--- config.mk ---
export PLATFORM = sky130hd
export DESIGN_NAME = round_robin_cmd
export DESIGN_NICKNAME = d
export VERILOG_FILES = /design/src/rtl/router_pkg.sv /design/src/rtl/rr_pick4.sv /design/src/rtl/round_robin_cmd.sv
export SDC_FILE = /design/constraint.sdc
export NUM_CORES = 1
export LEC_CHECK = 0
export ABC_AREA = 1
export BUFFER_PORTS_ARGS = -buffer_cell sky130_fd_sc_hd__buf_2
export CAP_MARGIN = 10
export CELL_PAD_IN_SITES_DETAIL_PLACEMENT = 1
export CELL_PAD_IN_SITES_GLOBAL_PLACEMENT = 1
export CORE_UTILIZATION = 34
export DETAILED_ROUTE_END_ITERATION = 8
export PLACE_DENSITY = 0.95
export SLEW_MARGIN = 15
export SYNTH_ARGS = -nofsm -noshare
export SYNTH_HDL_FRONTEND = slang
export SYNTH_SLANG_ARGS = --single-unit
--- constraint.sdc ---
create_clock -name clk -period 3.9 [get_ports clk]
set_input_delay 0.78 -clock clk [delete_from_list [all_inputs] [get_ports clk]]
set_output_delay 0.78 -clock clk [all_outputs]
set_load 0.1 [all_outputs]
--- src/rtl/router_pkg.sv ---
// Shared types for the router command/return paths: read tag layout, command FSM states, sizing constants.
package router_pkg;

    localparam int N_MASTERS       = 4;
    localparam int MAX_OUTSTANDING = 8;

    typedef struct packed {
        logic [1:0] master;
        logic [1:0] slave;
        logic [2:0] txn;
    } tag_t;

    typedef enum logic [1:0] {
        IDLE,
        ISSUE,
        ACK
    } cmd_state_e;

    function automatic tag_t make_tag(input logic [1:0] master,
                                      input logic [1:0] slave,
                                      input logic [2:0] txn);
        tag_t t;
        t.master = master;
        t.slave  = slave;
        t.txn    = txn;
        return t;
    endfunction

endpackage

--- src/rtl/rr_pick4.sv ---
// Four-way round-robin picker: first set bit of req_mask searching upward from last+1, wrapping.
// Latency: combinational.
// Backpressure: none; the caller decides when the pick is consumed.
module rr_pick4
    import router_pkg::*;
(
    input  logic [N_MASTERS-1:0] req_mask,
    input  logic [1:0]           last,
    output logic                 any,
    output logic [1:0]           grant
);

    // Walk the search order backwards so the nearest requester after last wins.
    always_comb begin
        any   = |req_mask;
        grant = last;
        for (int i = 4; i >= 1; i--) begin
            if (req_mask[last + 2'(i)]) begin
                grant = last + 2'(i);
            end
        end
    end

endmodule

--- src/rtl/round_robin_cmd.sv ---
// Round-robin command arbiter for one slave; issues read/write commands and per-read tags.
// Latency: one cycle from eligible m_req to s_req; m_ack the cycle after s_ack (or after the watchdog fires).
// Backpressure: s_req and all s_* fields hold until s_ack; reads stall while a master has 8 outstanding.
module round_robin_cmd
    import router_pkg::*;
#(
    parameter int DATA_WIDTH = 32,
    parameter int ADDR_WIDTH = 32,
    parameter int SLAVE_N    = 0,
    parameter int TIMEOUT    = 255
)
(
    input  logic                  clk,
    input  logic                  rst,
    input  logic [3:0]            m_req,
    input  logic [3:0]            m_cmd,
    input  logic [ADDR_WIDTH-1:0] m_addr_0,
    input  logic [ADDR_WIDTH-1:0] m_addr_1,
    input  logic [ADDR_WIDTH-1:0] m_addr_2,
    input  logic [ADDR_WIDTH-1:0] m_addr_3,
    input  logic [DATA_WIDTH-1:0] m_wdata_0,
    input  logic [DATA_WIDTH-1:0] m_wdata_1,
    input  logic [DATA_WIDTH-1:0] m_wdata_2,
    input  logic [DATA_WIDTH-1:0] m_wdata_3,
    output logic [3:0]            m_ack,
    output logic [3:0]            m_err,
    output logic                  s_req,
    output logic                  s_cmd,
    output logic [ADDR_WIDTH-1:0] s_addr,
    output logic [DATA_WIDTH-1:0] s_wdata,
    output logic [6:0]            s_tag,
    input  logic                  s_ack,
    output logic                  rd_issue_valid,
    output logic [6:0]            rd_issue_tag,
    input  logic [3:0]            rd_retire,
    output logic                  busy
);

    localparam logic [1:0] SLV     = 2'(SLAVE_N);
    localparam int         WD_W    = (TIMEOUT > 1) ? $clog2(TIMEOUT + 1) : 1;
    localparam logic [WD_W-1:0] WD_LAST = WD_W'(TIMEOUT - 1);

    logic [ADDR_WIDTH-1:0] addr_a  [N_MASTERS];
    logic [DATA_WIDTH-1:0] wdata_a [N_MASTERS];
    logic [2:0]            txn_id      [N_MASTERS];
    logic [3:0]            outstanding [N_MASTERS];

    cmd_state_e     state;
    logic [1:0]     g;
    logic [1:0]     last_grant;
    logic [WD_W-1:0] wdog;

    logic [N_MASTERS-1:0] elig;
    logic [N_MASTERS-1:0] cnt_inc;
    logic [N_MASTERS-1:0] cnt_dec;
    logic                 pick_any;
    logic [1:0]           pick_g;
    logic                 rd_accept;

    assign addr_a[0]  = m_addr_0;
    assign addr_a[1]  = m_addr_1;
    assign addr_a[2]  = m_addr_2;
    assign addr_a[3]  = m_addr_3;
    assign wdata_a[0] = m_wdata_0;
    assign wdata_a[1] = m_wdata_1;
    assign wdata_a[2] = m_wdata_2;
    assign wdata_a[3] = m_wdata_3;

    assign busy      = (state != IDLE);
    assign rd_accept = (state == ISSUE) && s_ack && !s_cmd;

    // Writes bypass the outstanding limit; only reads consume return-path slots.
    always_comb begin
        for (int k = 0; k < N_MASTERS; k++) begin
            elig[k] = m_req[k]
                   && (addr_a[k][ADDR_WIDTH-1 -: 2] == SLV)
                   && (m_cmd[k] || (outstanding[k] < 4'(MAX_OUTSTANDING)));
        end
    end

    rr_pick4 u_pick (
        .req_mask (elig),
        .last     (last_grant),
        .any      (pick_any),
        .grant    (pick_g)
    );

    always_comb begin
        for (int k = 0; k < N_MASTERS; k++) begin
            cnt_inc[k] = rd_accept && (g == 2'(k));
            cnt_dec[k] = rd_retire[k] && (outstanding[k] != 4'd0);
        end
    end

    always_ff @(posedge clk) begin
        if (rst) begin
            for (int k = 0; k < N_MASTERS; k++) begin
                outstanding[k] <= 4'd0;
                txn_id[k]      <= 3'd0;
            end
        end else begin
            for (int k = 0; k < N_MASTERS; k++) begin
                if (cnt_inc[k] && !cnt_dec[k]) begin
                    outstanding[k] <= outstanding[k] + 4'd1;
                end else if (cnt_dec[k] && !cnt_inc[k]) begin
                    outstanding[k] <= outstanding[k] - 4'd1;
                end
                if (cnt_inc[k]) begin
                    txn_id[k] <= txn_id[k] + 3'd1;
                end
            end
        end
    end

    always_ff @(posedge clk) begin
        if (rst) begin
            state          <= IDLE;
            g              <= 2'd0;
            last_grant     <= 2'd3;
            wdog           <= '0;
            s_req          <= 1'b0;
            s_cmd          <= 1'b0;
            s_addr         <= '0;
            s_wdata        <= '0;
            s_tag          <= '0;
            m_ack          <= 4'd0;
            m_err          <= 4'd0;
            rd_issue_valid <= 1'b0;
            rd_issue_tag   <= '0;
        end else begin
            m_ack          <= 4'd0;
            m_err          <= 4'd0;
            rd_issue_valid <= 1'b0;
            case (state)
                IDLE: begin
                    if (pick_any) begin
                        g       <= pick_g;
                        s_req   <= 1'b1;
                        s_cmd   <= m_cmd[pick_g];
                        s_addr  <= addr_a[pick_g];
                        s_wdata <= m_cmd[pick_g] ? wdata_a[pick_g] : '0;
                        s_tag   <= make_tag(pick_g, SLV, txn_id[pick_g]);
                        wdog    <= '0;
                        state   <= ISSUE;
                    end
                end
                ISSUE: begin
                    if (s_ack) begin
                        s_req      <= 1'b0;
                        m_ack      <= 4'b0001 << g;
                        last_grant <= g;
                        if (!s_cmd) begin
                            rd_issue_valid <= 1'b1;
                            rd_issue_tag   <= s_tag;
                        end
                        state <= ACK;
                    end else if (wdog == WD_LAST) begin
                        // Give up on the slave but still rotate priority.
                        s_req      <= 1'b0;
                        m_ack      <= 4'b0001 << g;
                        m_err      <= 4'b0001 << g;
                        last_grant <= g;
                        state      <= ACK;
                    end else begin
                        wdog <= wdog + 1'b1;
                    end
                end
                ACK: begin
                    state <= IDLE;
                end
                default: begin
                    state <= IDLE;
                end
            endcase
        end
    end

endmodule
Word-level counts from Yosys, hierarchy flattened
Memories as Yosys holds them, arrays and structs flattened. A register that Yosys moved wholly into a read port is not among the register bits. Index checks and enable logic that the tools add are counted.

Add/subtract/negate cells: 16. $lt $le $gt $ge: 9. Equal/unequal tests: 9. Shifts and indexed selects: 1. Multiplexer cells: 89. Bitwise gates (word level): 16. Reduce and logical (&&, ||, !) cells: 62.

Operator list (count): 32-bit two-way mux (5); 32-bit binary-select mux with 2-bit select (2); 1-bit two-way mux (50); 4-bit two-way mux (10); 1-bit logical AND (26); 8-bit two-way mux (3); 4-bit by 1-bit adder with 4-bit output, second input constant (4); 4-bit less-than comparator, second input constant (4); 2-bit two-way mux (8); 8-bit one-hot mux with 2 select lines (1); 4-bit nonzero test (4); 4-bit by 1-bit subtractor with 4-bit output, second input constant (4); 3-bit by 1-bit adder with 3-bit output, second input constant (4); 2-bit zero test (6); 2-bit by 3-bit less-than comparator with 1-bit output, second input constant (4); 3-bit two-way mux (4); 1-bit OR (12); 1-bit zero test (9); 8-bit by 1-bit adder with 8-bit output, second input constant (1); 1-bit binary-select mux with 2-bit select (4); 8-bit equality test, second input constant (1); 2-bit inequality test, second input constant (3); 2-bit AND reduction (3); 3-bit AND reduction (2); other kinds (17) (28).

Register bits: 99. Memory bits (writable): 28. Input port bits: 271. Output and inout port bits: 90. Logic and storage cells: 217. Memories: 2.

Memories: outstanding (words 4, bits a word 4, rd ports 4, clocked after memory_dff 0, wr ports 4, line round_robin_cmd.sv:46) `logic [3:0] outstanding [N_MASTERS];`; txn_id (words 4, bits a word 3, rd ports 5, clocked after memory_dff 1, wr ports 4, line round_robin_cmd.sv:45) `logic [2:0] txn_id [N_MASTERS];`.

Depth between registers and ports, before layout
Gate-level depths: netlist of run 1. An unclocked memory read counts as a cell.

Depth after elaboration: 14. Gate-level depth with buffers: 19. Gate-level depth less buffers: 16.

Hierarchy
From an unflattened synthesis of run 1, not the netlist that was laid out.

Cell total of the unflattened synthesis: 1061. Area total of the unflattened synthesis: 7339.5 um2.

By module, submodules not included: round_robin_cmd (times used 1, cells an instance 1017, area each 7121.8 um2, seq. area each 2782.7 um2); rr_pick4 (times used 1, cells an instance 44, area each 217.7 um2, seq. area each 0.0 um2).

Worst setup path before layout of run 1
Ideal clock, no wire load.

Kind: register to register. Start: register s_cmd. End: memory outstanding[0][3], data pin. Library setup time: 255 ps. Arrival time: 2544 ps. Setup slack: 1101 ps. Cell stages (with the launch flop): 11. Path buffers: 0. Period minus slack after synthesis: 2799 ps. Cells stage by stage: dfxtp_1 -> nor3_2 -> inv_1 -> o21ai_1 -> nor2_1 -> ha_1 -> a21oi_1 -> nand2_1 -> xor2_1 -> o21ai_0 -> inv_1.

RTL lines: start, declared (line round_robin_cmd.sv:28) `output logic s_cmd,`; start signal, assigned (line round_robin_cmd.sv:139) `s_cmd <= m_cmd[pick_g];`; end, declared (line round_robin_cmd.sv:46).

==> results of run 1 <==
[layout by cell type (no fill, tap or decap), types with 4 or more instances in the layout]
| cell | Yosys | layout |
|---|---|---|
| buf_4 | 8 | 11 |
| nand3_1 | 156 | 156 |
| nand2_1 | 571 | 571 |
| nor2_1 | 83 | 81 |
| o21ai_0 | 22 | 22 |
| inv_2 | 6 | 6 |
| buf_2 | 30 | 356 |
| clkbuf_16 | 0 | 17 |
| nor2_2 | 3 | 4 |
| o21ai_1 | 61 | 61 |
| a21oi_1 | 13 | 13 |
| xnor2_1 | 7 | 7 |
| conb_1 | 1 | 4 |
| xor2_1 | 9 | 9 |
| inv_1 | 85 | 85 |
| ha_1 | 14 | 14 |
| edfxtp_1 | 28 | 28 |
| dfxtp_1 | 97 | 97 |
| nand4_1 | 8 | 8 |
[worst min-delay path by stage]
stage                           from          to  slack, ps
after floorplan              wdog[6]     wdog[6]        460
after global placement    s_addr[31]  s_addr[31]        430
after detailed placement  s_addr[30]  s_addr[30]        430
after CTS                 s_addr[30]  s_addr[30]        450
after global routing       s_addr[1]   s_addr[1]        460
final                     s_addr[30]  s_addr[30]        450
[stage by stage]
| step | instances | utilization [%] | instance area (sq um) | power [mW] | setup slack (ps) |
|---|---|---|---|---|---|
| floorplan | 1266 | - | 7830 | 3.66 | 1100 |
| global placement | 1846 | 43.2 | 9760 | 4.24 | 585 |
| detailed placement | 1846 | 43.2 | 9760 | 4.33 | 371 |
| CTS | 1878 | 45.9 | 10400 | 5.99 | 641 |
| global route | 1881 | 45.9 | 10400 | 6.29 | 362 |
| finish | 1881 | 45.9 | 10400 | 5.96 | 609 |
[report_power, final]
group          switching, mW  internal [mW]
combinational           2.06          0.669
sequential             0.118           1.49
clock                  0.623           1.01
total                   2.80           3.17
[cells by family after synthesis]
group | after synthesis | share of synthesized area (%)
XOR/XNOR | 16 | 1.79
buffers and inverters | 167 | 9.01
flip-flops | 125 | 35.6
adder cells (fa/ha/maj) | 17 | 3.01
AO/OA/AOI/OAI | 104 | 6.93
AND/OR/NAND/NOR | 833 | 43.6
other | 1 | 0.0480
[per-layer routing]
| metal | global-route usage (%) | vias to the layer above |
|---|---|---|
| li1 | - | 4610 |
| met1 | 29.8 | 4458 |
| met2 | 47.1 | 300 |
| met3 | 3.61 | 70 |
| met4 | 11.7 | 0 |
| met5 | 0 | - |
[state kept, by name, summed over array words and instances, names as in the netlist]
| name | count |
|---|---|
| s_req | 1 |
| m_err | 4 |
| wdog | 8 |
| outstanding | 16 |
| s_wdata | 32 |
| rd_issue_valid | 1 |
| state | 2 |
| txn_id | 12 |
| s_cmd | 1 |
| s_addr | 32 |
| m_ack | 4 |
| s_tag | 3 |
| rd_issue_tag | 5 |
| g | 2 |
| last_grant | 2 |
[final cells by class]
class                   count  area [sq um]
multi-input cells         974          4350
repair buffers            370          1920
clock inverters            13           165
clock buffers              19           433
diodes                      3          7.51
flip-flops and latches    125          2780
well taps                 285           357
fillers                  3125         12200
inverters                  92           348
[worst max-delay path, cell delays in order, from the launching register on]
cell	delay [ps]
dfxtp_1	330
inv_1	80
nor2_1	330
inv_1	180
nor3_2	150
buf_4	170
inv_1	120
o21ai_1	370
nor2_1	200
ha_1	380
a21oi_1	160
nand2_1	90
xor2_1	220
nand2_1	100
o21ai_0	90
inv_1	70
[synth_stat cells]
| master | number |
|---|---|
| nand2_1 | 571 |
| nand3_1 | 156 |
| dfxtp_1 | 97 |
| inv_1 | 85 |
| nor2_1 | 83 |
| o21ai_1 | 61 |
| buf_2 | 30 |
| edfxtp_1 | 28 |
| clkbuf_1 | 24 |
| o21ai_0 | 22 |
| ha_1 | 14 |
| a21oi_1 | 13 |
| buf_1 | 12 |
| xor2_1 | 9 |
| buf_4 | 8 |
| nand4_1 | 8 |
| xnor2_1 | 7 |
| inv_2 | 6 |
| fa_1 | 3 |
| nand2_2 | 3 |
| nor2_2 | 3 |
| o22ai_1 | 3 |
| and2_1 | 2 |
| nand2_4 | 2 |
| nor3_1 | 2 |
| a211oi_1 | 1 |
| a21boi_0 | 1 |
| a31oi_1 | 1 |
| buf_6 | 1 |
| conb_1 | 1 |
| inv_4 | 1 |
| nand3_4 | 1 |
| nor2_4 | 1 |
| nor3_2 | 1 |
| o211ai_2 | 1 |
| o41ai_1 | 1 |
==> results.ini, run 1 <==
[timing]
tightest_slew_ps = 692
finalHoldViolCount = 0
hold_slack_ps = 446
setup_violations = 0
max_slew_margin_pct = 53.9
clock_skew_ps = 6.26
rsz0062_at_grt = no
fmax_mhz = 304
post-route-period-util_pct = 84.4
finalCriticalPeriod_ps = 3290
setup_tns_ps = 0
slew_viol_final = 0

[placed_design]
gp_congestion = 0.892
dp.final_hpwl_microns = 23500
portBuffers = 356

[clocking]
post-cts-setup-buffer-count = 0
clkTransAtPathRegs_ps = 60
clock-root-buffer = clkbuf_16
cts_num_sinks = 125
clockBufferDepth = 2
clock_latency_ps = 420
cts_tree = yes
htreeDepth = 4
cts-hold-fix-buffers = 0
cts_resized = 0
cts_made_buffers = 17

[setup_path]
crit_start = state[0]
worstPathArrival_ps = 3460
crit_path_end = outstanding[0][3]
cp-start-kind = flip-flop
cp_max_fo = 8
r2r_cells = 15
r2r_setup_slack_ps = 610
critical_path_required_ps = 4070
endpoint_kind = flip-flop
crit_type = flip-flop to flip-flop
timing.rr.end = outstanding[0][3]
regToRegStartpoint = state[0]

[global_routing]
antenna_found_initial = 3
grt.total_usage_pct = 25.8
grt_first_pass_wirelength_microns = 48600
overflow = 0
grt_max_degree = 95
grt_pass1_vias = 9590

[routing]
dr_wl_met3_microns = 1410
drt_iter0_drc = 649
detail-route-antenna-nets = 0
dr.pass1.iters = 5
routed_wl_microns = 31000
wire_per_inst_microns = 16.5
viasPerCell = 5.02
top_layer_used = met4
via_count = 9438
dr_wl_met2_microns = 15900
drc = 0
m1WireLength_microns = 12700

[die]
die_h_microns = 154
io-pin-count = 361
die_w_microns = 154
die_area_sq_um = 23600
initial_core_util_pct = 34.6
rows = 55
core_area_sq_um = 22600

[yosys]
synth_top_area_share_pct = 27.4
syn_area_sq_um = 7810
ys_types = 36
syn_area_per_cell_sq_um = 6.19
synth_area_leaders = nand2_1, dfxtp_1, edfxtp_1, nand3_1, inv_1
ys_seq_area_share_pct = 35.6
synthCells = 1263
yosysTopAreaCell = nand2_1
ys_ff_latch = 125
ys.warnings.count = 0

[worst_hold_path]
hold_depth = 2
min_path_type = flip-flop to flip-flop

[job]
max-cap-violations = 0

[layout]
layout.nets = 1868
area_growth_syn_to_layout_pct = 32.6
drive_above_1_share_pct = 26.4

[outcome]
status = finished, final reports clean

[power_and_ir_drop]
p_leak_nw = 5.92
peakVddDrop_mv = 0.379
p_per_area_nw_per_um2 = 575

No activity file was read; power rests on OpenSTA's default activity.
==> run 2, diff against run 1 <==
--- a/config.mk
+++ b/config.mk
@@ -10,9 +10,9 @@
 export CAP_MARGIN = 10
 export CELL_PAD_IN_SITES_DETAIL_PLACEMENT = 1
 export CELL_PAD_IN_SITES_GLOBAL_PLACEMENT = 1
-export CORE_UTILIZATION = 34
+export CORE_UTILIZATION = 31
 export DETAILED_ROUTE_END_ITERATION = 8
-export PLACE_DENSITY = 0.95
+export PLACE_DENSITY = 0.91
 export SLEW_MARGIN = 15
 export SYNTH_ARGS = -nofsm -noshare
 export SYNTH_HDL_FRONTEND = slang
==> constraint.sdc (replaced) <==
create_clock -name clk -period 3.2 [get_ports clk]
set_input_delay 0.64 -clock clk [delete_from_list [all_inputs] [get_ports clk]]
set_output_delay 0.64 -clock clk [all_outputs]
set_load 0.1 [all_outputs]
==> run 2 against run 1 <==
Compared with the run above: clock power up 17%; design area increased by 0.81%; via count fell by 1.3%; register-to-register slack got worse by 130 ps; clock skew is 4.2 ps higher; non-clock buffer count up 3; sequential share of layout area fell by 0.22 points; cell count increased by 2.1%; global-route usage shrank 3.0 points; critical endpoint is now outstanding[1][3].
==> results.ini, run 2 (synthesized netlist as in run 1, its figures left out) <==
[global_routing]
grt_max_degree = 99  ; was 95
grt_util_met3_pct = 5.55  ; was 3.61%
antenna_found_initial = 2  ; was 3
met1_usage_pct = 25.4  ; was 29.8%
grt.total_usage_pct = 22.8  ; was 25.8%
grt_first_pass_wirelength_microns = 47200  ; was 48600 microns
overflow = 0  ; unchanged
use_met2_pct = 41.6  ; was 47.1%
grt.busiest_layer = met2  ; unchanged
grt_pass1_vias = 9383  ; was 9590

[timing]
setup_tns_ps = 0  ; unchanged
rsz0062_at_grt = no  ; unchanged
fmax_mhz = 367  ; was 304 MHz
finalHoldViolCount = 0  ; unchanged
setup_violations = 0  ; unchanged
post-route-period-util_pct = 85.2  ; was 84.4%
setup_ws_ps = 475  ; was 609 ps
finalCriticalPeriod_ps = 2720  ; was 3290 ps
tightest_slew_ps = 606  ; was 692 ps
hold_slack_ps = 446  ; about the same
clock_skew_ps = 10.4  ; was 6.26 ps
max_slew_margin_pct = 59.0  ; was 53.9%
slew_viol_final = 0  ; unchanged

[layout]
final_cell_mix = nand2_1, buf_2, nand3_1, dfxtp_1, inv_1  ; unchanged
final_cell_area_sq_um = 10500  ; was 10400 sq um
area_growth_syn_to_layout_pct = 33.7  ; was 32.6%
largestRegisters = s_addr (32), s_wdata (32), outstanding (16)  ; unchanged
drive_above_1_share_pct = 26.7  ; was 26.4%
final_common_cell = nand2_1  ; unchanged
diodes = 0  ; was 3
layout.nets = 1871  ; was 1868

[power_and_ir_drop]
p_sw_mw = 3.42  ; was 2.80 mW
p_leak_nw = 5.95  ; was 5.92 nW
peakVddDrop_mv = 0.353  ; was 0.379 mV
seqPwrFrac_pct = 27.2  ; was 26.9%
p_sw_share_pct = 47.8  ; was 46.9%
p_per_area_nw_per_um2 = 684  ; was 575 nW/um^2
comb_power_share_pct = 46.0  ; was 45.7%
p_clk_share_pct = 26.8  ; was 27.4%
p_total_mw = 7.15  ; was 5.96 mW
internal_power_mw = 3.73  ; was 3.17 mW

[setup_path]
critical-path-max-stage-delay_ps = 340  ; was 380 ps
crit_slowest_cell = ha_1  ; unchanged
cp_max_fo = 8  ; unchanged
crit_top_cell = inv_1  ; unchanged
endpoint_kind = flip-flop  ; unchanged
critical_path_required_ps = 3380  ; was 4070 ps
worstPathArrival_ps = 2910  ; was 3460 ps
cp-start-kind = flip-flop  ; unchanged
crit_chain = inv_1, nor2_1, buf_4, inv_1, nor3_2, inv_1, nor2_1, inv_1, nand2_1, nor2_1, ha_1, a21oi_1, nand2_1, xor2_1, nand2_1, o21ai_0  ; was inv_1, nor2_1, inv_1, nor3_2, buf_4, inv_1, o21ai_1, nor2_1, ha_1, a21oi_1, nand2_1, xor2_1, nand2_1, o21ai_0, inv_1
crit_type = flip-flop to flip-flop  ; unchanged

[placed_design]
dp_slack_ps = 334  ; was 371 ps
dp.final_hpwl_microns = 22400  ; was 23500 microns
place_area_sq_um = 9870  ; was 9760 sq um
portBuffers = 356  ; unchanged
gp_congestion = 0.858  ; was 0.892

[routing]
viasPerCell = 4.85  ; was 5.02
routed_wl_microns = 29900  ; was 31000 microns
drc = 0  ; unchanged
wire_per_inst_microns = 15.6  ; was 16.5 microns
via_count = 9311  ; was 9438
detail-route-antenna-nets = 0  ; unchanged
dr.pass1.iters = 5  ; unchanged
drt_iter0_drc = 470  ; was 649

[die]
initial_core_util_pct = 31.9  ; was 34.6%
io-pin-count = 361  ; unchanged
rows = 57  ; was 55
core_area_sq_um = 24500  ; was 22600 sq um
die_w_microns = 161  ; was 154 microns
die_h_microns = 161  ; was 154 microns
die_area_sq_um = 25800  ; was 23600 sq um

[clocking]
cts_resized = 0  ; unchanged
htreeDepth = 4  ; unchanged
clock-root-buffer = clkbuf_16  ; unchanged
clkTransAtPathRegs_ps = 70  ; was 60 ps
clock_latency_ps = 430  ; was 420 ps
cts_tree = yes  ; unchanged
cts_num_sinks = 125  ; unchanged
cts-hold-fix-buffers = 0  ; unchanged
clockBufferDepth = 2  ; unchanged
post-cts-setup-buffer-count = 0  ; unchanged
cts_made_buffers = 17  ; unchanged

[job]
max-cap-violations = 0  ; unchanged

[worst_hold_path]
min_path_type = flip-flop to flip-flop  ; unchanged

[outcome]
status = finished, final reports clean  ; unchanged

run 2: cell count changes in the layout (fill, tap and decap cells not counted):
| cell | before | now |
|---|---|---|
| clkinv_1 | 1 | 0 |
| bufinv_16 | 3 | 0 |
| inv_6 | 3 | 5 |
| clkbuf_16 | 17 | 18 |
| clkbuf_8 | 0 | 1 |
| inv_8 | 0 | 2 |
| clkinv_4 | 2 | 4 |
| clkinvlp_4 | 3 | 2 |
| clkbuf_1 | 2 | 0 |
| diode_2 | 3 | 0 |
| clkinv_2 | 1 | 0 |
| buf_12 | 3 | 6 |
run 2: layout make-up:
type / instances / area [sq um]
Fill cell: 3334 / 14100
Multi-Input combinational cell: 974 / 4350
Sequential cell: 125 / 2780
Timing Repair Buffer: 373 / 1980
Clock buffer: 19 / 464
Tap cell: 324 / 405
Inverter: 92 / 348
Clock inverter: 13 / 116
run 2: layer usage:
layer  part of all wire [%]  vias to the layer above
met5                  0.077                        -
met4                    3.1                        4
met3                    5.4                       66
met2                     50                      266
met1                     41                     4358
li1                       -                     4617
run 2: worst paths after layout:
path / depth (start not counted) / slack [ps] / end / start
worst max-delay path: 16 / 480 / outstanding[1][3] / state[0]
worst max register to register: 16 / 480 / outstanding[1][3] / state[0]
worst min register to register: 2 / 450 / s_addr[31] / s_addr[31]
worst min-delay path: 2 / 450 / s_addr[31] / s_addr[31]
run 2: critical path, delay by kind of cell (launching register included):
family	cells	cell delay, ps
buffers and inverters	5	630
adder cells (fa/ha/maj)	1	340
AO/OA/AOI/OAI	2	260
flip-flops	1	300
AND/OR/NAND/NOR	7	790
XOR/XNOR	1	160
run 2: metrics by stage:
stage,util [%],instances
detailed placement,40.2,1888
global placement,40.2,1888
global route,42.6,1920
finish,42.6,1920
floorplan,-,1266
CTS,42.6,1920
run 2: power by group through the flow:
stage	logic [mW]	registers (mW)	clock network, mW
6_report	3.28	1.95	1.91
5_1_grt	3.58	1.97	2.02
4_1_cts	3.31	1.95	1.96
3_5_place_dp	3.28	1.98	0
3_3_place_gp	3.21	1.97	0
2_1_floorplan	1.57	2.89	0
==> run 3, diff against run 2 <==
--- a/config.mk
+++ b/config.mk
@@ -13,6 +13,8 @@
 export CORE_UTILIZATION = 31
 export DETAILED_ROUTE_END_ITERATION = 8
 export PLACE_DENSITY = 0.91
+export REMOVE_ABC_BUFFERS = 1
+export SETUP_SLACK_MARGIN = 0.05
 export SLEW_MARGIN = 15
 export SYNTH_ARGS = -nofsm -noshare
 export SYNTH_HDL_FRONTEND = slang
==> run 3 against run 2 <==
Compared with the run above: power rose by 2.9%; setup slack worse by 110 ps; clock skew rose by 2.7 ps; flip-flop and latch count is the same; die area unchanged.
==> results.ini, run 3 (synthesized netlist as in run 1, its figures left out) <==
[routing]
top_layer_used = met4  ; was met5
viasPerCell = 4.90  ; was 4.85
detail-route-antenna-nets = 0  ; unchanged
wire_per_inst_microns = 16.3  ; was 15.6 microns
drt_iter0_drc = 552  ; was 470
m1WireLength_microns = 12800  ; was 12300 microns
dr_wl_met3_microns = 1550  ; was 1600 microns
via_count = 9447  ; was 9311
dr.pass1.iters = 5  ; unchanged
dr_wl_met2_microns = 15800  ; was 15100 microns
routed_wl_microns = 31400  ; was 29900 microns
drc = 0  ; unchanged

[timing]
setup_violations = 0  ; unchanged
post-route-period-util_pct = 88.7  ; was 85.2%
setup_tns_ps = 0  ; unchanged
finalCriticalPeriod_ps = 2840  ; was 2720 ps
tightest_slew_ps = 653  ; was 606 ps
max_slew_margin_pct = 56.5  ; was 59.0%
fmax_mhz = 352  ; was 367 MHz
slew_viol_final = 0  ; unchanged
rsz0062_at_grt = no  ; unchanged
clock_skew_ps = 13.1  ; was 10.4 ps
finalHoldViolCount = 0  ; unchanged

[global_routing]
grt.total_usage_pct = 24.0  ; was 22.8%
overflow = 0  ; unchanged
antenna_found_initial = 1  ; was 2
grt_max_degree = 73  ; was 99
grt_pass1_vias = 9557  ; was 9383
grt_first_pass_wirelength_microns = 49200  ; was 47200 microns

[setup_path]
critical_path_required_ps = 3370  ; was 3380 ps
endpoint_kind = flip-flop  ; unchanged
crit_chain = inv_1, nor2_1, inv_1, nor3_2, inv_1, nor2_1, inv_1, nand2_1, nor2_1, ha_1, a21oi_1, nand2_1, xor2_1, nand2_1, o21ai_0  ; was inv_1, nor2_1, buf_4, inv_1, nor3_2, inv_1, nor2_1, inv_1, nand2_1, nor2_1, ha_1, a21oi_1, nand2_1, xor2_1, nand2_1, o21ai_0
worstPathArrival_ps = 3010  ; was 2910 ps
cp.depth = 15  ; was 16
cp_top_family = simple AND/OR/NAND/NOR gates  ; unchanged
cp_max_fo = 8  ; unchanged
crit_type = flip-flop to flip-flop  ; unchanged
r2r_cells = 15  ; was 16
crit_top_cell = inv_1  ; unchanged
path_buf_inv = 4  ; was 5
cp-start-kind = flip-flop  ; unchanged
critical-path-max-stage-delay_ps = 340  ; about the same
crit_slowest_cell = ha_1  ; unchanged

[power_and_ir_drop]
p_sw_share_pct = 46.8  ; was 47.8%
seqPwrFrac_pct = 26.5  ; was 27.2%
p_sw_mw = 3.44  ; was 3.42 mW
p_per_area_nw_per_um2 = 696  ; was 684 nW/um^2
p_clk_share_pct = 27.5  ; was 26.8%
p_leak_nw = 5.99  ; was 5.95 nW
peakVddDrop_mv = 0.317  ; was 0.353 mV
comb_power_share_pct = 46.0  ; about the same
internal_power_mw = 3.91  ; was 3.73 mW

[layout]
fillers = 3405  ; was 3334
final_cell_area_sq_um = 10600  ; was 10500 sq um
area_growth_syn_to_layout_pct = 35.1  ; was 33.7%
final_cell_mix = nand2_1, buf_2, nand3_1, dfxtp_1, inv_1  ; unchanged
finalNonFillerCells = 1927  ; was 1920
drive_above_1_share_pct = 26.9  ; was 26.7%
final_common_cell = nand2_1  ; unchanged
largestRegisters = s_addr (32), s_wdata (32), outstanding (16)  ; unchanged
layout.nets = 1877  ; was 1871

[die]
die_w_microns = 161  ; unchanged
rows = 57  ; unchanged
die_area_sq_um = 25800  ; unchanged
die_h_microns = 161  ; unchanged
io-pin-count = 361  ; unchanged
initial_core_util_pct = 31.9  ; unchanged
core_area_sq_um = 24500  ; unchanged

[worst_hold_path]
hold_depth = 2  ; unchanged
min_path_type = flip-flop to flip-flop  ; unchanged

[placed_design]
portBuffers = 356  ; unchanged
dpl.cell_count = 1894  ; was 1888
place_area_sq_um = 9940  ; was 9870 sq um
gp_congestion = 0.862  ; was 0.858
dp.final_hpwl_microns = 23500  ; was 22400 microns

[clocking]
cts_tree = yes  ; unchanged
cts_made_buffers = 17  ; unchanged
clkTransAtPathRegs_ps = 60  ; was 70 ps
cts_resized = 0  ; unchanged
clock_latency_ps = 420  ; was 430 ps
cts_num_sinks = 125  ; unchanged
cts-hold-fix-buffers = 0  ; unchanged
clockBufferDepth = 2  ; unchanged
htreeDepth = 4  ; unchanged
post-cts-setup-buffer-count = 0  ; unchanged
clock-root-buffer = clkbuf_16  ; unchanged

[job]
max-cap-violations = 0  ; unchanged

[outcome]
status = finished, final reports clean  ; unchanged

[run 3: path summary, 6_finish.rpt]
| check | from | to | slack [ps] |
|---|---|---|---|
| min reg2reg | s_addr[30] | s_addr[30] | 440 |
| max | state[0] | outstanding[1][3] | 360 |
| min | s_addr[30] | s_addr[30] | 440 |
| max reg2reg | state[0] | outstanding[1][3] | 360 |
[run 3: power groups by stage]
| stage | registers (mW) | logic [mW] | clock network, mW |
|---|---|---|---|
| floorplan | 2.89 | 1.45 | 0 |
| global placement | 1.97 | 3.29 | 0 |
| detailed placement | 1.97 | 3.37 | 0 |
| CTS | 1.94 | 3.40 | 2.08 |
| global route | 1.97 | 3.67 | 2.15 |
| finish | 1.95 | 3.38 | 2.02 |
[run 3: cell type report]
type / count / area, sq um / share of cell area [%]
Inverter: 92 / 349 / 3.31
Timing Repair Buffer: 379 / 2040 / 19.3
Clock buffer: 19 / 464 / 4.40
Tap cell: 324 / 405 / 3.84
Multi-Input combinational cell: 974 / 4360 / 41.3
Sequential cell: 125 / 2780 / 26.4
Antenna cell: 1 / 2.50 / 0.0237
Clock inverter: 13 / 151 / 1.43
[run 3: worst min-delay path, stage by stage, from the launching register on]
cell     delay (ps)
dfxtp_1         310
nand2_1          60
nor2_1           30
[run 3: through the flow]
step | total power, mW | util (%) | setup slack, ps | hold WS (ps)
after floorplan | 4.34 | - | -806 | 456
after global placement | 5.26 | 40.5 | 494 | 432
after detailed placement | 5.35 | 40.5 | 378 | 431
after CTS | 7.42 | 43.0 | 397 | 442
after global routing | 7.78 | 43.0 | 159 | 468
final | 7.35 | 43.0 | 361 | 442
[run 3: routing by layer]
metal,track usage (%),vias to the layer above
li1,-,4634
met1,26.6,4443
met2,43.1,292
met3,5.53,78
met4,11.9,0
met5,0,-
